[src/rtl/dual_issue_pkg.sv]
// Shared types for the dual-issue scheduler: instruction record, FSM states and
// the hard-wired zero register.
package dual_issue_pkg;

    localparam int PKG_REG_W = 4;
    localparam int PKG_OP_W  = 4;

    localparam logic [PKG_REG_W-1:0] REG_ZERO = '0;

    typedef struct packed {
        logic [PKG_OP_W-1:0]  op;
        logic [PKG_REG_W-1:0] des;
        logic [PKG_REG_W-1:0] s1;
        logic [PKG_REG_W-1:0] s2;
    } instr_t;

    typedef enum logic [0:0] {
        RUN   = 1'b0,
        FLUSH = 1'b1
    } sched_state_e;

endpackage

[src/rtl/pair_hazard_check.sv]
// Combinational RAW/WAW/WAR check between the two queue heads; register 0
// never creates a dependency.
module pair_hazard_check
    import dual_issue_pkg::*;
(
    input  instr_t head0_i,
    input  instr_t head1_i,
    output logic   pair_hz_o
);

    logic w0, w1;
    logic hz_from0, hz_from1;
    logic unused_op;

    assign w0 = (head0_i.des != REG_ZERO);
    assign w1 = (head1_i.des != REG_ZERO);

    // Older write seen by younger read/write (RAW, WAW).
    assign hz_from0 = w0 & ((head0_i.des == head1_i.s1) |
                            (head0_i.des == head1_i.s2) |
                            (head0_i.des == head1_i.des));

    // Younger write would clobber an operand the older one still reads (WAR).
    assign hz_from1 = w1 & ((head1_i.des == head0_i.s1) |
                            (head1_i.des == head0_i.s2));

    assign pair_hz_o = hz_from0 | hz_from1;

    assign unused_op = ^{head0_i.op, head1_i.op};

endmodule

[src/rtl/dual_issue_scheduler.sv]
// In-order dual-issue scheduler: hazard screening, busy-register scoreboard,
// registered issue slots with handshakes, flush FSM and stall counter.
module dual_issue_scheduler
    import dual_issue_pkg::*;
#(
    parameter int REG_W     = 4,
    parameter int OP_W      = 4,
    parameter int FLUSH_CYC = 2
) (
    input  logic                  clk,
    input  logic                  rst_n,
    input  logic                  flush,
    input  logic                  dual_en,
    input  logic                  q_valid0,
    input  logic                  q_valid1,
    input  logic [OP_W-1:0]       q_op0,
    input  logic [OP_W-1:0]       q_op1,
    input  logic [REG_W-1:0]      q_des0,
    input  logic [REG_W-1:0]      q_des1,
    input  logic [REG_W-1:0]      q_s10,
    input  logic [REG_W-1:0]      q_s20,
    input  logic [REG_W-1:0]      q_s11,
    input  logic [REG_W-1:0]      q_s21,
    output logic [1:0]            q_deq,
    output logic                  iss_valid0,
    output logic                  iss_valid1,
    output logic [OP_W-1:0]       iss_op0,
    output logic [OP_W-1:0]       iss_op1,
    output logic [REG_W-1:0]      iss_des0,
    output logic [REG_W-1:0]      iss_des1,
    output logic [REG_W-1:0]      iss_s10,
    output logic [REG_W-1:0]      iss_s20,
    output logic [REG_W-1:0]      iss_s11,
    output logic [REG_W-1:0]      iss_s21,
    input  logic                  iss_ready0,
    input  logic                  iss_ready1,
    input  logic                  wb_valid0,
    input  logic                  wb_valid1,
    input  logic [REG_W-1:0]      wb_des0,
    input  logic [REG_W-1:0]      wb_des1,
    output logic [2**REG_W-1:0]   busy_vec,
    output logic [15:0]           stall_cnt
);

    localparam int NREG = 2**REG_W;

    sched_state_e    state_q, state_d;
    logic [3:0]      fcnt_q, fcnt_d;
    instr_t          slot0_q, slot0_d, slot1_q, slot1_d;
    logic            v0_q, v0_d, v1_q, v1_d;
    logic [NREG-1:0] busy_q, busy_d;
    logic [15:0]     stall_q, stall_d;

    instr_t head0, head1;
    logic   pair_hz, adv, run, issue_en, ok0, ok1, iss0, iss1;

    function automatic logic is_busy(input logic [NREG-1:0] vec, input logic [REG_W-1:0] r);
        return vec[r] & (r != REG_ZERO);
    endfunction

    assign head0 = {q_op0, q_des0, q_s10, q_s20};
    assign head1 = {q_op1, q_des1, q_s11, q_s21};

    pair_hazard_check u_pair_hz (
        .head0_i   (head0),
        .head1_i   (head1),
        .pair_hz_o (pair_hz)
    );

    assign adv = (!v0_q | iss_ready0) & (!v1_q | iss_ready1);
    assign run = (state_q == RUN);

    assign ok0 = q_valid0 & !is_busy(busy_q, q_s10) & !is_busy(busy_q, q_s20)
                          & !is_busy(busy_q, q_des0);
    assign ok1 = ok0 & dual_en & q_valid1 & !pair_hz & !is_busy(busy_q, q_s11)
                     & !is_busy(busy_q, q_s21) & !is_busy(busy_q, q_des1);

    // Flush and reset both suppress dequeue in the cycle they are asserted.
    assign issue_en = rst_n & run & !flush & adv;
    assign iss0     = issue_en & ok0;
    assign iss1     = issue_en & ok1;
    assign q_deq    = {1'b0, iss0} + {1'b0, iss1};

    // Per-register scoreboard update: writeback clears, issue sets, set wins.
    genvar gi;
    generate
        for (gi = 0; gi < NREG; gi++) begin : g_sb
            if (gi == 0) begin : g_zero
                assign busy_d[gi] = 1'b0;
            end else begin : g_reg
                logic wb_hit, iss_hit;
                assign wb_hit  = (wb_valid0 & (wb_des0 == REG_W'(gi))) |
                                 (wb_valid1 & (wb_des1 == REG_W'(gi)));
                assign iss_hit = (iss0 & (q_des0 == REG_W'(gi))) |
                                 (iss1 & (q_des1 == REG_W'(gi)));
                assign busy_d[gi] = flush ? 1'b0 :
                                    run   ? ((busy_q[gi] & ~wb_hit) | iss_hit) :
                                            busy_q[gi];
            end
        end
    endgenerate

    always_comb begin
        slot0_d = slot0_q;
        slot1_d = slot1_q;
        v0_d    = v0_q;
        v1_d    = v1_q;
        if (flush) begin
            v0_d = 1'b0;
            v1_d = 1'b0;
        end else if (adv) begin
            if (run) begin
                slot0_d = head0;
                slot1_d = head1;
                v0_d    = ok0;
                v1_d    = ok1;
            end else begin
                v0_d = 1'b0;
                v1_d = 1'b0;
            end
        end
    end

    // Counter reaching zero at an edge means the following cycle is RUN.
    always_comb begin
        state_d = state_q;
        fcnt_d  = fcnt_q;
        if (flush) begin
            state_d = FLUSH;
            fcnt_d  = 4'(FLUSH_CYC);
        end else if (state_q == FLUSH) begin
            if (fcnt_q != 4'd0) begin
                fcnt_d = fcnt_q - 4'd1;
            end
            if (fcnt_q <= 4'd1) begin
                state_d = RUN;
            end
        end
    end

    always_comb begin
        stall_d = stall_q;
        if (run && q_valid0 && (q_deq == 2'd0) && (stall_q != 16'hFFFF)) begin
            stall_d = stall_q + 16'd1;
        end
    end

    always_ff @(posedge clk) begin
        if (!rst_n) begin
            state_q <= RUN;
            fcnt_q  <= '0;
            slot0_q <= '0;
            slot1_q <= '0;
            v0_q    <= 1'b0;
            v1_q    <= 1'b0;
            busy_q  <= '0;
            stall_q <= '0;
        end else begin
            state_q <= state_d;
            fcnt_q  <= fcnt_d;
            slot0_q <= slot0_d;
            slot1_q <= slot1_d;
            v0_q    <= v0_d;
            v1_q    <= v1_d;
            busy_q  <= busy_d;
            stall_q <= stall_d;
        end
    end

    assign iss_valid0 = v0_q;
    assign iss_valid1 = v1_q;
    assign iss_op0    = slot0_q.op;
    assign iss_des0   = slot0_q.des;
    assign iss_s10    = slot0_q.s1;
    assign iss_s20    = slot0_q.s2;
    assign iss_op1    = slot1_q.op;
    assign iss_des1   = slot1_q.des;
    assign iss_s11    = slot1_q.s1;
    assign iss_s21    = slot1_q.s2;
    assign busy_vec   = busy_q;
    assign stall_cnt  = stall_q;

endmodule

[config.mk]
export PLATFORM = sky130hd
export DESIGN_NAME = dual_issue_scheduler
export DESIGN_NICKNAME = d
export VERILOG_FILES = /design/src/rtl/dual_issue_pkg.sv /design/src/rtl/pair_hazard_check.sv /design/src/rtl/dual_issue_scheduler.sv
export SDC_FILE = /design/constraint.sdc
export NUM_CORES = 1
export LEC_CHECK = 0
export ABC_AREA = 1
export CAP_MARGIN = 10
export CORE_MARGIN = 2
export CORE_UTILIZATION = 55
export CTS_CLUSTER_SIZE = 20
export DETAILED_ROUTE_END_ITERATION = 7
export DONT_BUFFER_PORTS = 1
export PLACE_DENSITY = 0.71
export SYNTH_ARGS = -nofsm -noshare
export SYNTH_HDL_FRONTEND = slang
export SYNTH_HIERARCHICAL = 1
export SYNTH_SLANG_ARGS = --single-unit
[constraint.sdc]
create_clock -name clk -period 3.48 [get_ports clk]
set_input_delay 0.522 -clock clk [delete_from_list [all_inputs] [get_ports clk]]
set_output_delay 0.522 -clock clk [all_outputs]
set_load 0.005 [all_outputs]
# ---- Yosys cells after proc, flatten, opt, wreduce, memory -nomap -nowiden
# Cells that the tools add are included.
dict set report totals {
  out_inout_bits 68
  word_cells 306
  input_bits 50
  register_bits 71
}
dict set report classes {
  n_addsub 3
  n_reduce_logical 27
  order_cmp 7
  n_mux 20
  eq_ne 66
  bitwise_logic 167
}
# op count
set ops {}
lappend ops {{== test 4 bit (second input constant)} 32}
lappend ops {{AND 1 bit} 98}
lappend ops {{== test 4 x 3 -> 1 bit (second input constant)} 16}
lappend ops {{OR 1 bit} 51}
lappend ops {{== test 4 x 2 -> 1 bit (second input constant)} 8}
lappend ops {{less-than comparator 4 x 5 -> 1 bit (second input constant)} 6}
lappend ops {{nonzero test 4 bit} 7}
lappend ops {{binary-select mux 1 bit (select 4 bit)} 6}
lappend ops {{== test 4 bit} 5}
lappend ops {{inverter 1 bit} 18}
lappend ops {{adder 16 x 1 -> 16 bit (second input constant)} 1}
lappend ops {{== test 4 x 1 -> 1 bit (second input constant)} 4}
lappend ops {{!= test 16 bit (second input constant)} 1}
lappend ops {{two-way mux 1 bit} 11}
lappend ops {{logical NOT 1 bit} 10}
lappend ops {{two-way mux 2 bit} 3}
lappend ops {{<= comparator 4 x 1 -> 1 bit (second input constant)} 1}
lappend ops {{AND reduction 2 bit} 2}
lappend ops {{nonzero test 2 bit} 2}
lappend ops {{subtractor 4 x 1 -> 4 bit (second input constant)} 1}
lappend ops {{logical AND 1 bit} 3}
lappend ops {{AND reduction 3 bit} 1}
lappend ops {{adder 1 x 1 -> 2 bit} 1}
lappend ops {{logical NOT 2 bit} 1}
lappend ops {{OR reduction 2 bit} 1}

# ---- Logic depth before layout (Yosys ltp)
# Gate-level depths: netlist of run 1.
dict set report depth {
  ltp_word 18
  ltp_mapped 22
}

# ---- Hierarchy
# The synthesis of run 1 kept the hierarchy.
# module area_per_inst_um2 cells_each seq_area_each_um2 instances
set by_module_without_submodules {}
lappend by_module_without_submodules {dual_issue_scheduler 4489.3 723 1401.3 1}
lappend by_module_without_submodules {pair_hazard_check 361.6 82 0.0 1}

# ---- Worst setup path before layout of run 1
# OpenSTA, ideal clock, no wires.
dict set report synth_path {
  kind {input-to-reg}
  from {input q_des0[2]}
  to {register stall_q[10] (netlist: stall_cnt[10])}
  t_arrival_ps 2681
  path_buffers 1
  setup_ps 115
  setup_slack_ps 684
  path_stages 22
  cell_sequence {inv_2 nand2_1 nand2_1 nor2_2 nand2_1 nand3_2 nand2_1 nand2_1 nand3b_1 nor3_1 nand3_1 nor3_4 buf_8 nand2_1 ha_1 nand3_1 a31oi_4 inv_1 nor2_2 inv_1 o21ai_0 and3_1}
}
dict set report synth_between {
  elab_cells_between_ends 26
  classes_between {add/sub: 1; eq/ne: 3; mux: 2; bitwise: 14; reduce/logical: 6}
}
# item line_no
set synth_lines {}
lappend synth_lines {{start: declaration} dual_issue_scheduler.sv:18} ;# input logic [REG_W-1:0] q_des0,
lappend synth_lines {{== test 4 bit, on equally long branches} {pair_hazard_check.sv:19, pair_hazard_check.sv:20}}
lappend synth_lines {{OR 1 bit} pair_hazard_check.sv:19} ;# assign hz_from0 = w0 & ((head0_i.des == head1_i.s1) |
lappend synth_lines {{OR 1 bit} pair_hazard_check.sv:20} ;# (head0_i.des == head1_i.s2) |
lappend synth_lines {{AND 1 bit (*)} pair_hazard_check.sv:19}
lappend synth_lines {{OR 1 bit (*)} pair_hazard_check.sv:27} ;# assign pair_hz_o = hz_from0 | hz_from1;
lappend synth_lines {{net pair_hz} dual_issue_scheduler.sv:55} ;# logic pair_hz, adv, run, issue_en, ok0, ok1, iss0, iss1;
lappend synth_lines {{logical NOT 1 bit (*)} dual_issue_scheduler.sv:75} ;# assign ok1 = ok0 & dual_en & q_valid1 & !pair_hz & !is_busy(busy_q, q_s11)
lappend synth_lines {{AND 1 bit (*) (2 in a row)} dual_issue_scheduler.sv:75}
lappend synth_lines {{AND 1 bit (*) (2 in a row)} dual_issue_scheduler.sv:76} ;# & !is_busy(busy_q, q_s21) & !is_busy(busy_q, q_des1);
lappend synth_lines {{AND 1 bit (*)} dual_issue_scheduler.sv:81} ;# assign iss1 = issue_en & ok1;
lappend synth_lines {{adder 1 x 1 -> 2 bit (*)} dual_issue_scheduler.sv:82} ;# assign q_deq = {1'b0, iss0} + {1'b0, iss1};
lappend synth_lines {{logical NOT 2 bit (*)} dual_issue_scheduler.sv:143} ;# if (run && q_valid0 && (q_deq == 2'd0) && (stall_q != 16'hFFFF)) begin
lappend synth_lines {{logical AND 1 bit (*) (2 in a row)} dual_issue_scheduler.sv:143}
lappend synth_lines {{end signal: assignment} dual_issue_scheduler.sv:166} ;# stall_q <= stall_d;
lappend synth_lines {{end: declaration} dual_issue_scheduler.sv:52} ;# logic [15:0] stall_q, stall_d;
# Mark *: on every way through the listed nets, which the timed path passes. The rest lies on a longest branch. The select of a mux whose other input is x is not followed.
# A chain may end at the register's enable or synchronous reset.

# ---- Worst setup path in the final report of run 1
dict set report layout_path {
  from {register busy_q[6] (netlist: busy_vec[6])}
  to {register stall_q[11] (netlist: stall_cnt[11])}
}
dict set report layout_between {
  elab_chain_len 18
  elab_cells_between_ends 39
  classes_between {add/sub: 1; mux: 12; bitwise: 17; reduce/logical: 9}
}
# item line_no
set layout_lines {}
lappend layout_lines {{start: declaration} dual_issue_scheduler.sv:51} ;# logic [NREG-1:0] busy_q, busy_d;
lappend layout_lines {{start signal: assignment} dual_issue_scheduler.sv:165} ;# busy_q <= busy_d;
lappend layout_lines {{binary-select mux 1 bit (select 4 bit)} dual_issue_scheduler.sv:58} ;# return vec[r] & (r != REG_ZERO);
lappend layout_lines {{two-way mux 1 bit (implied by the code)} dual_issue_scheduler.sv:58}
lappend layout_lines {{AND 1 bit} dual_issue_scheduler.sv:58}
lappend layout_lines {{logical NOT 1 bit} dual_issue_scheduler.sv:73} ;# assign ok0 = q_valid0 & !is_busy(busy_q, q_s10) & !is_busy(busy_q, q_s20)
lappend layout_lines {{AND 1 bit (2 in a row)} dual_issue_scheduler.sv:73}
lappend layout_lines {{AND 1 bit} dual_issue_scheduler.sv:74} ;# & !is_busy(busy_q, q_des0);
lappend layout_lines {{AND 1 bit (4 in a row)} dual_issue_scheduler.sv:75}
lappend layout_lines {{AND 1 bit (2 in a row)} dual_issue_scheduler.sv:76}
lappend layout_lines {{AND 1 bit} dual_issue_scheduler.sv:81}
lappend layout_lines {{adder 1 x 1 -> 2 bit (*)} dual_issue_scheduler.sv:82}
lappend layout_lines {{logical NOT 2 bit (*)} dual_issue_scheduler.sv:143}
lappend layout_lines {{logical AND 1 bit (*) (2 in a row)} dual_issue_scheduler.sv:143}
# Mark *: on every way between the ends. The rest lies on a longest branch, timed or not. The select of a mux whose other input is x is not followed.

==> summary.txt, run 1 <==
Outcome
  • Status: finished, final reports clean

Synth
  • Mapped Avg Cell Area: 6.026 um^2
  • Ys Warns: 6
  • Synth top area share: 28.89%
  • Synth Register Bits: 70
  • Yosys top cell by area: dfxtp_1
  • Syn Nets: 858
  • Cell area after synthesis: 4851 um^2
  • Cells after synthesis: 805
  • Register area share after synthesis: 28.89%
  • Synth unique cells: 42
  • Dominant cells by area after synthesis: dfxtp_1 29%, nand2_1 16%, nand3_1 11%

CTS
  • CTS tree: done
  • Clk sinks: 70
  • Clk_lat worst skew: 0.36 ns
  • CTS-repair resized insts: 0
  • Inserted Clock Buffers: 9
  • Hold_buf cts: 0
  • Post-CTS Setup Bufs: 0
  • CTS max path bufs: 2
  • Clk pin slew, worst setup/hold paths: 0.09 ns
  • CTS HTree Levels: 3
  • CTS root buffer: clkbuf_8

Finish
  • Final Core Density: 59.01%
  • Layout fillers: 874
  • Fraction of layout cells with a size suffix above 1: 8.458%
  • Area Growth Syn to Fin: 5.056%
  • Reg area: 1401 um^2
  • Multi-input logic area: 2826 um^2
  • N_diodes: 0
  • Final nets: 852

Timing
  • Slew headroom: 51.03%
  • Worst Skew: 0.01714 ns
  • Fmax: 319.9 MHz
  • Tcrit/Tclk final: 89.82%
  • Worst-Margin Slew: 0.7337 ns
  • Setup TNS: 0 ns
  • Final Hold Viols: 0
  • Setup Viol. Count Final: 0
  • Slew Viols, Final: 0
  • Final worst path period need: 3.126 ns
  • RSZ-0062 raised after global routing: false

GRT
  • Total grt overflow: 0
  • First-pass GRT wire length: 24120 um
  • Initial antenna violation count: 0
  • Vias in the first global route: 4681
  • Gr usage total: 31.09%
  • Largest net degree at the start of global routing: 55

Detailed routing
  • DR pass1 iterations: 5
  • Routed WL: 15130 um
  • Total number of vias: 5266
  • DR WL/cell: 16.59 um
  • Starting DRC count in detailed routing: 469
  • ANT nets after route: 0
  • Via/cell ratio: 5.774
  • DRC viols: 0

Setup path
  • Worst r2r path cells: 18
  • Worst-path fanout max: 16
  • CP max stage delay: 0.45 ns
  • R2R setup slack: 0.35 ns
  • Req. time, crit path: 3.72 ns
  • Startpoint Class: flop
  • CP max stage cell: dfxtp_1
  • CP arrival: 3.37 ns
  • WS Path Type: flop to flop
  • Worst setup EP type: flop
  • RR Endpoint: stall_cnt[11]$_SDFFE_PN0P_
  • RR Startpoint: busy_vec[6]$_SDFFE_PP0N_
  • Worst path cell trace: inv_1 > nand2_1 > nand3_1 > nand2_1 > nor2_1 > nor2_1 > nor2_4 > nand3_4 > inv_2 > nand2_1 > ha_1 > nand3_1 > a31oi_4 > nand4_1 > nor2_1 > inv_1 > o21ai_0 > a21oi_1

Power and ir drop
  • Leak: 2.513 nW
  • Power Density: 356.1 nW/um^2
  • Worst IR drop on VDD: 0.2306 mV

Hold path
  • Hold path start: rst_n
  • Worst hold path class: input port to flop
  • Worst Hold End: fcnt_q[1]$_SDFFE_PN0P_
  • Hold path depth: 2

Floorplanning
  • IO Pins: 118
  • Die area: 9587 um^2
  • Die Wd: 97.92 um
  • Initial Util: 56.17%
  • Core footprint: 8636 um^2
  • Site Rows: 34
  • Die extent in y: 97.92 um

Place
  • DP Wirelength: 11500 um
  • PortBufs: 0
  • Routability cong.: 0.9869

Job
  • Max_cap viols: 0
-- stage by stage --
| step | power [mW] | cells | setup slack (ns) | hold slack [ns] | instance area (um^2) |
|---|---|---|---|---|---|
| floorplan | 1.096 | 805 | 0.6836 | 0.4457 | 4851 |
| detailed placement | 1.129 | 896 | 0.2935 | 0.4676 | 4890 |
| finish | 1.815 | 912 | 0.3542 | 0.2749 | 5096 |
| global route | 1.894 | 912 | 0.06407 | 0.2808 | 5096 |
| global placement | 1.124 | 896 | 0.2992 | 0.4604 | 4890 |
| CTS | 1.825 | 912 | 0.4118 | 0.2495 | 5096 |
-- synthesized netlist by cell type, drive strengths merged --
cell type / instances
inv: 121
o21a: 2
nand3b: 2
o22ai: 1
nor4: 1
clkbuf: 10
nor3b: 1
o31ai: 3
a31oi: 1
o211ai: 1
o21ai: 60
or2: 1
nor2: 104
buf: 15
and3: 2
xor2: 9
nor3: 18
conb: 1
nand4: 4
nand2: 210
a22oi: 8
clkinv: 2
a32oi: 6
dfxtp: 70
nand3: 113
a21oi: 36
ha: 3
-- metal layers --
| layer | track usage, % | wire [um] | up-vias |
|---|---|---|---|
| met5 | 0 | 0 | - |
| li1 | - | - | 2570 |
| met3 | 7.087 | 1588 | 36 |
| met4 | 10.36 | 397 | 0 |
| met2 | 47.63 | 6631 | 301 |
| met1 | 43.37 | 6516 | 2359 |
-- sequential cells by signal, summed over array words and instances, names as in the netlist --
| register | cells |
|---|---|
| iss_s20 | 4 |
| iss_s11 | 4 |
| busy_vec | 15 |
| iss_des1 | 4 |
| iss_s21 | 4 |
| iss_valid0 | 1 |
| iss_s10 | 4 |
| iss_des0 | 4 |
| iss_valid1 | 1 |
| state_q | 1 |
| iss_op0 | 4 |
| stall_cnt | 16 |
| iss_op1 | 4 |
| fcnt_q | 4 |
-- kinds of logic (layout without fill, tap and decap cells) --
group	count (synthesis)	after routing	synth area share, %
AOI/OAI and AO/OA	118	118	13.72
xor gates and xnor gates	9	9	1.625
adders and majority gates	3	3	0.7739
buffers and inverters	148	147	12.97
DFF	70	70	28.89
other	1	1	0.07731
and+or+nand+nor	456	456	41.94
-- area by class of cell --
type                    count  area share [%]
flip-flops and latches     70           27.50
clock inverters             6           1.350
inverters                 123           9.158
repair buffers              8           1.178
clock buffers              10           2.701
multi-input cells         587           55.46
well taps                 108           2.652
-- layout by cell type (no fill, tap or decap), drive strengths merged, types with 2 or more instances in the layout --
cell / netlist / layout
nand4: 4 / 4
clkbuf: 10 / 10
o21ai: 60 / 60
nor3: 18 / 18
xor2: 9 / 9
a22oi: 8 / 8
clkinv: 2 / 4
dfxtp: 70 / 70
ha: 3 / 3
nor2: 104 / 104
o31ai: 3 / 3
o21a: 2 / 2
a32oi: 6 / 6
and3: 2 / 2
buf: 15 / 8
nand3b: 2 / 2
nand3: 113 / 113
nand2: 210 / 210
inv: 121 / 123
a21oi: 36 / 36
-- where the power goes --
part,internal (mW),switching (mW),leakage [nW]
logic,0.0821,0.162,1.84
registers,0.837,0.0335,0.572
clock network,0.356,0.344,0.103
total,1.28,0.539,2.51
-- worst max-delay path: cells and delay by family (launching register included) --
| family | cells | cell delay, ns |
|---|---|---|
| AND/OR/NAND/NOR | 11 | 1.53 |
| AO/OA/AOI/OAI | 3 | 0.46 |
| flip-flops | 1 | 0.45 |
| buffers and inverters | 3 | 0.41 |
| adder cells (fa/ha/maj) | 1 | 0.19 |
-- worst max path at each step --
stage | start | end | slack [ns] | cells past startpoint
detailed placement | q_des0[2] | stall_cnt[8]$_SDFFE_PN0P_ | 0.29 | 21
CTS | busy_vec[6]$_SDFFE_PP0N_ | stall_cnt[11]$_SDFFE_PN0P_ | 0.41 | 18
finish | busy_vec[6]$_SDFFE_PP0N_ | stall_cnt[11]$_SDFFE_PN0P_ | 0.35 | 18
floorplan | q_des0[2] | stall_cnt[10]$_SDFFE_PN0P_ | 0.68 | 22
global placement | q_des0[1] | stall_cnt[10]$_SDFFE_PN0P_ | 0.30 | 21
global route | busy_vec[4]$_SDFFE_PP0N_ | stall_cnt[11]$_SDFFE_PN0P_ | 0.06 | 18
Power figures use the tool's default switching activity.
==> inputs of run 2 (changes only) <==
--- a/config.mk
+++ b/config.mk
@@ -7,13 +7,14 @@
 export LEC_CHECK = 0
 export ABC_AREA = 1
 export CAP_MARGIN = 10
+export CELL_PAD_IN_SITES_DETAIL_PLACEMENT = 0
+export CELL_PAD_IN_SITES_GLOBAL_PLACEMENT = 2
 export CORE_MARGIN = 2
-export CORE_UTILIZATION = 55
+export CORE_UTILIZATION = 33
 export CTS_CLUSTER_SIZE = 20
 export DETAILED_ROUTE_END_ITERATION = 7
 export DONT_BUFFER_PORTS = 1
-export PLACE_DENSITY = 0.71
+export PLACE_DENSITY = 0.81
 export SYNTH_ARGS = -nofsm -noshare
 export SYNTH_HDL_FRONTEND = slang
-export SYNTH_HIERARCHICAL = 1
 export SYNTH_SLANG_ARGS = --single-unit
==> run 2 against run 1 <==
Against the previous run: non-clock buffer count rose by 3; synthesized cell count fell by 4.3%; power rose by 11%; cell area barely moved; area after synthesis fell by 2.8%; largest cell class unchanged; highest routed layer unchanged.
==> summary.txt, run 2 <==
Outcome
  • Status: finished, final reports clean

CTS
  • Post-CTS Setup Bufs: 0 (unchanged)
  • CTS root buffer: clkbuf_16
  • CTS max path bufs: 2 (unchanged)
  • CTS tree: done
  • Clk pin slew, worst setup/hold paths: 0.06 ns (-0.03 ns)
  • Hold_buf cts: 0 (unchanged)
  • Clk sinks: 70 (unchanged)
  • Clk_lat worst skew: 0.34 ns (-0.02 ns)
  • CTS-repair resized insts: 0 (unchanged)
  • Inserted Clock Buffers: 9 (unchanged)
  • CTS HTree Levels: 3 (unchanged)

Setup path
  • Worst-path fanout max: 16 (unchanged)
  • Startpoint Class: flop
  • Req. time, crit path: 3.70 ns (-0.02 ns)
  • Most frequent cell on the critical path: nand2_1
  • Worst path cell trace: inv_1 > o22ai_1 > nor2_1 > nor2_1 > nor2_1 > nand2_1 > nand2_2 > nand3_1 > ha_1 > nand2_1 > nor2_1 > nand2_1 > nand2_1 > nand2_1 > nor3_4 > nand2_1 > o21ai_0 > a21oi_1
  • R2R setup slack: 0.43 ns (+0.08 ns)
  • CP max stage cell: dfxtp_1
  • CP arrival: 3.27 ns (-0.10 ns)
  • WS Path Type: flop to flop
  • Worst setup EP type: flop
  • CP max stage delay: 0.48 ns (+0.03 ns)

Finish
  • Final nets: 805 (-5.5%)
  • N_diodes: 0 (unchanged)
  • Fraction of layout cells with a size suffix above 1: 4.497% (-4.0 points)
  • Final cell count without fillers: 936 (+2.6%)
  • Area Growth Syn to Fin: 8.041%
  • Cell area after layout: 5094 um^2 (about the same)
  • Commonest non-fill, non-tap cells in the layout: 149 x nand2_1, 132 x inv_1, 71 x nand3_1
  • Commonest non-fill, non-tap cell in the layout: nand2_1
  • Number of flip-flops in the largest register: 16 (unchanged)
  • Final Core Density: 36.55% (-22 points)

Power and ir drop
  • Worst IR drop on VDD: 0.1922 mV (-17%)
  • Leak: 2.332 nW (-7.2%)
  • Power Density: 396.4 nW/um^2 (+11%)

GRT
  • Gr usage total: 21.45% (-9.6 points)
  • Initial antenna violation count: 0 (unchanged)
  • First-pass GRT wire length: 24810 um (+2.8%)
  • Largest net degree at the start of global routing: 65 (+18%)
  • Total grt overflow: 0 (unchanged)
  • Vias in the first global route: 4671 (-0.21%)

Synth
  • Synth unique cells: 35 (-17%)
  • Post-synth EDFFs: 0 (unchanged)
  • Commonest cells in the netlist: 149 x nand2_1, 132 x inv_1, 72 x nand3_1
  • Most frequent cell after synthesis: nand2_1
  • Ys Warns: 0 (-6)
  • Register area share after synthesis: 29.72% (+0.84 points)
  • Synth Register Bits: 70 (unchanged)
  • Top_reg_cell synth: dfxtp_1
  • Yosys top cell by area: dfxtp_1
  • Asr flop ratio synth: 0% (unchanged)
  • Synth top area share: 29.72% (+0.84 points)
  • Cell area after synthesis: 4715 um^2 (-2.8%)
  • Dominant cells by area after synthesis: dfxtp_1 30%, nand2_1 12%, inv_1 11%
  • Mapped Avg Cell Area: 6.123 um^2 (+1.6%)
  • Cells after synthesis: 770 (-4.3%)
  • Syn Nets: 823 (-4.1%)

Timing
  • Final Hold Viols: 0 (unchanged)
  • RSZ-0062 raised after global routing: false
  • Final worst path period need: 3.048 ns (-0.07817 ns)
  • Setup Viol. Count Final: 0 (unchanged)
  • Slew Viols, Final: 0 (unchanged)
  • Setup TNS: 0 ns (unchanged)
  • WHS: 0.3020 ns (+0.02710 ns)
  • Fmax: 328.1 MHz (+2.6%)
  • Worst Skew: 0.01058 ns (-0.006555 ns)
  • Slew headroom: 36.57% (-14 points)
  • Worst-Margin Slew: 0.9480 ns (+0.2142 ns)
  • Tcrit/Tclk final: 87.58% (-2.2 points)

Detailed routing
  • DR WL/cell: 17.35 um (+4.6%)
  • ANT nets after route: 0 (unchanged)
  • Total number of vias: 4918 (-6.6%)
  • Via/cell ratio: 5.254 (-9.0%)
  • DRC viols: 0 (unchanged)
  • Routed WL: 16240 um (+7.3%)
  • DR pass1 iterations: 5 (unchanged)
  • Starting DRC count in detailed routing: 427 (-9.0%)

Hold path
  • Worst hold path class: input port to flop

Place
  • DP Area: 4805 um^2 (-1.7%)
  • Routability cong.: 0.9086 (-7.9%)
  • DP Wirelength: 12390 um (+7.8%)
  • Placed insts: 921 (+2.8%)
  • PortBufs: 0 (unchanged)

Floorplanning
  • Die Wd: 123.5 um (+26%)
  • Site Rows: 43 (+26%)
  • IO Pins: 118 (unchanged)
  • Die extent in y: 123.5 um (+26%)
  • Initial Util: 33.83% (-22 points)
  • Die area: 15260 um^2 (+59%)
  • Core footprint: 13930 um^2 (+61%)

Job
  • Max_cap viols: 0 (unchanged)
## run 2: worst paths after layout
kind | from | endpoint | cells past startpoint
worst max-delay path | busy_vec[5]$_SDFFE_PP0N_ | stall_cnt[11]$_SDFFE_PN0P_ | 18
worst min-delay path | rst_n | fcnt_q[1]$_SDFFE_PN0P_ | 2
worst max register to register | busy_vec[5]$_SDFFE_PP0N_ | stall_cnt[11]$_SDFFE_PN0P_ | 18
worst min register to register | iss_op0[0]$_SDFFE_PN0P_ | iss_op0[0]$_SDFFE_PN0P_ | 2
## run 2: critical path: cells and delay by family (launching register included)
family,cells,cell delay (ns)
and+or+nand+nor,13,1.63
buffers and inverters,1,0.19
AOI/OAI and AO/OA,3,0.45
DFF,1,0.48
adders and majority gates,1,0.18
## run 2: logic make-up after synthesis
kind of cell	Yosys count	synth area share [%]
AOI/OAI and AO/OA	155	17.81
xor gates and xnor gates	18	3.344
buffers and inverters	174	15.39
and+or+nand+nor	349	32.86
adders and majority gates	3	0.7963
other	1	0.07954
DFF	70	29.72
## run 2: power by group
part | total, mW | switching (mW) | internal [mW]
Combinational | 0.237 | 0.155 | 0.0812
Sequential | 0.874 | 0.0337 | 0.840
Clock | 0.909 | 0.359 | 0.550
## run 2: final cells by class
cell class | count | area (um^2)
Timing Repair Buffer | 11 | 82.58
Fill cell | 1525 | 8841
Sequential cell | 70 | 1403
Tap cell | 180 | 225.2
Multi-Input combinational cell | 526 | 2599
Clock buffer | 11 | 232.7
Inverter | 134 | 503.0
Clock inverter | 4 | 48.80
## run 2: metrics by stage
step           setup WS (ns)  power (mW)
2_1_floorplan         0.5405       1.109
3_3_place_gp          0.4111       1.122
3_5_place_dp          0.2541       1.126
4_1_cts               0.3723       2.037
5_1_grt              0.06745       2.115
6_report              0.4324       2.019
## run 2: routing by layer
metal  GRT usage, %  part of all wire (%)  up-vias
li1               -                     -     2476
met1          27.91                    45     2205
met2          33.52                    43      204
met3          5.812                   9.3       33
met4          8.594                   2.4        0
met5              0                     0        -
==> inputs of run 3 (changes only) <==
--- a/config.mk
+++ b/config.mk
@@ -14,7 +14,7 @@
 export CTS_CLUSTER_SIZE = 20
 export DETAILED_ROUTE_END_ITERATION = 7
 export DONT_BUFFER_PORTS = 1
-export PLACE_DENSITY = 0.81
+export PLACE_DENSITY_LB_ADDON = 0.05
 export SYNTH_ARGS = -nofsm -noshare
 export SYNTH_HDL_FRONTEND = slang
 export SYNTH_SLANG_ARGS = --single-unit
==> run 3 against run 2 <==
Against the previous run: register-to-register slack barely moved; via count down 0.41%; routed wire length is 3.6% higher; first-iteration DRC count fell by 28%; critical endpoint unchanged; cell area barely moved; combinational power is essentially flat; sequential power hardly changed; worst hold slack got worse by 0.0052 ns.
==> summary.txt, run 3 (same netlist as run 2, synthesis figures left out) <==
Finish
  • Final nets: 803 (-0.25%)
  • Cell area after layout: 5092 um^2 (about the same)
  • Number of flip-flops in the largest register: 16 (unchanged)
  • Layout fillers: 1568 (+2.8%)
  • Area Growth Syn to Fin: 8.015% (about the same)
  • Commonest non-fill, non-tap cell in the layout: nand2_1
  • Commonest non-fill, non-tap cells in the layout: 149 x nand2_1, 132 x inv_1, 71 x nand3_1
  • Fraction of layout cells with a size suffix above 1: 4.238% (-0.26 points)
  • N_diodes: 0 (unchanged)

Setup path
  • RR Startpoint: busy_vec[3]$_SDFFE_PP0N_
  • R2R setup slack: 0.43 ns (about the same)
  • CP arrival: 3.27 ns (about the same)
  • RR Endpoint: stall_cnt[11]$_SDFFE_PN0P_
  • Req. time, crit path: 3.70 ns (about the same)
  • Worst setup EP type: flop
  • Worst-path fanout max: 7 (-9)
  • CP startpoint: busy_vec[3]$_SDFFE_PP0N_
  • Startpoint Class: flop
  • WS Path Type: flop to flop
  • Worst r2r path cells: 18 (unchanged)
  • CP Capture Point: stall_cnt[11]$_SDFFE_PN0P_

Detailed routing
  • DR WL/cell: 18.00 um (+3.7%)
  • Starting DRC count in detailed routing: 307 (-28%)
  • Total number of vias: 4898 (-0.41%)
  • DR pass1 iterations: 5 (unchanged)
  • DRC viols: 0 (unchanged)
  • ANT nets after route: 0 (unchanged)
  • Routed WL: 16830 um (+3.6%)
  • Via/cell ratio: 5.239 (-0.30%)

CTS
  • Clk pin slew, worst setup/hold paths: 0.06 ns (about the same)
  • Inserted Clock Buffers: 9 (unchanged)
  • Post-CTS Setup Bufs: 0 (unchanged)
  • CTS-repair resized insts: 0 (unchanged)
  • Clk_lat worst skew: 0.34 ns (about the same)
  • Clk sinks: 70 (unchanged)
  • CTS tree: done
  • Hold_buf cts: 0 (unchanged)
  • CTS root buffer: clkbuf_16
  • CTS max path bufs: 2 (unchanged)
  • CTS HTree Levels: 3 (unchanged)

GRT
  • Largest net degree at the start of global routing: 65 (unchanged)
  • Gr usage total: 22.25% (+0.80 points)
  • Initial antenna violation count: 0 (unchanged)
  • First-pass GRT wire length: 25530 um (+2.9%)
  • Vias in the first global route: 4609 (-1.3%)
  • Total grt overflow: 0 (unchanged)

Timing
  • Worst Skew: 0.008619 ns (-0.001962 ns)
  • Setup slack after layout: 0.4350 ns (+0.002611 ns)
  • Final Hold Viols: 0 (unchanged)
  • Fmax: 328.4 MHz (about the same)
  • Worst-Margin Slew: 0.9008 ns (-0.04721 ns)
  • Setup Viol. Count Final: 0 (unchanged)
  • Slew headroom: 39.73% (+3.2 points)
  • Final worst path period need: 3.045 ns (-0.002611 ns)
  • RSZ-0062 raised after global routing: false
  • Slew Viols, Final: 0 (unchanged)
  • Tcrit/Tclk final: 87.50% (about the same)
  • Setup TNS: 0 ns (unchanged)

Power and ir drop
  • Worst IR drop on VDD: 0.2166 mV (+13%)
  • Power Density: 404.3 nW/um^2 (+2.0%)
  • Leak: 2.310 nW (-0.95%)

Place
  • PortBufs: 0 (unchanged)
  • Routability cong.: 0.9165 (+0.87%)
  • DP Area: 4790 um^2 (-0.31%)
  • Setup WS pre-CTS: 0.4091 ns (+0.1550 ns)
  • DP Wirelength: 12640 um (+2.0%)

Floorplanning
  • Die area: 15260 um^2 (unchanged)
  • Site Rows: 43 (unchanged)
  • Die extent in y: 123.5 um (unchanged)
  • IO Pins: 118 (unchanged)
  • Initial Util: 33.83% (unchanged)
  • Core footprint: 13930 um^2 (unchanged)
  • Die Wd: 123.5 um (unchanged)

Hold path
  • Worst hold path class: input port to flop

Job
  • Max_cap viols: 0 (unchanged)

Outcome
  • Status: finished, final reports clean
run 3: layout make-up:
class	instances	area, um^2	area share (%)
Clock buffer	13	260.3	5.111
Clock inverter	3	42.54	0.8354
Inverter	134	503.0	9.877
Multi-Input combinational cell	526	2592	50.91
Sequential cell	70	1401	27.52
Tap cell	180	225.2	4.423
Timing Repair Buffer	9	67.56	1.327
run 3: stage by stage:
| stage | hold WS, ns | total power, mW | cells | utilization [%] |
|---|---|---|---|---|
| 2_1_floorplan | 0.4397 | 1.109 | 770 | - |
| 3_3_place_gp | 0.4495 | 1.123 | 919 | 34.37 |
| 3_5_place_dp | 0.4539 | 1.127 | 919 | 34.37 |
| 4_1_cts | 0.2790 | 2.091 | 935 | 36.54 |
| 5_1_grt | 0.2957 | 2.157 | 935 | 36.54 |
| 6_report | 0.2968 | 2.059 | 935 | 36.54 |
run 3: critical path, cell delays in order, from the launching register on:
cell and delay, ns:
dfxtp_1 0.59, inv_1 0.14, nand2_1 0.09, nand3_1 0.07, nand3_1 0.09, nand3_1 0.08, nand2_1 0.16, nor3_4 0.08
nand3_1 0.16, ha_1 0.17, nand2_1 0.05, nor2_1 0.12, nand2_1 0.09, nand2_1 0.21, nand2_1 0.16, nor3_2 0.30
nand2_1 0.14, o21ai_0 0.18, a21oi_1 0.06
run 3: how the worst min path moves through the flow:
stage	from	slack, ns	cells after the start	end
5_1_grt	rst_n	0.30	2	fcnt_q[1]$_SDFFE_PN0P_
4_1_cts	rst_n	0.28	2	fcnt_q[1]$_SDFFE_PN0P_
3_5_place_dp	iss_op0[1]$_SDFFE_PN0P_	0.45	2	iss_op0[1]$_SDFFE_PN0P_
6_report	rst_n	0.30	2	fcnt_q[1]$_SDFFE_PN0P_
2_1_floorplan	iss_s11[0]$_SDFFE_PN0P_	0.44	2	iss_s11[0]$_SDFFE_PN0P_
3_3_place_gp	iss_des0[2]$_SDFFE_PN0P_	0.45	2	iss_des0[2]$_SDFFE_PN0P_
run 3: where the power goes:
| group | leakage [nW] | internal, mW | total [mW] | switching, mW |
|---|---|---|---|---|
| clock | 0.146 | 0.594 | 0.949 | 0.355 |
| sequential | 0.573 | 0.840 | 0.872 | 0.0327 |
| combinational | 1.59 | 0.0817 | 0.238 | 0.156 |
| total | 2.31 | 1.52 | 2.06 | 0.544 |
run 3: layer usage:
metal  track usage, %  routed length [um]  up-vias
met3            6.273                1454       28
met5                0                   0        -
met1            29.00                7502     2215
li1                 -                   -     2469
met2            34.62                7448      186
met4            8.736                 422        0
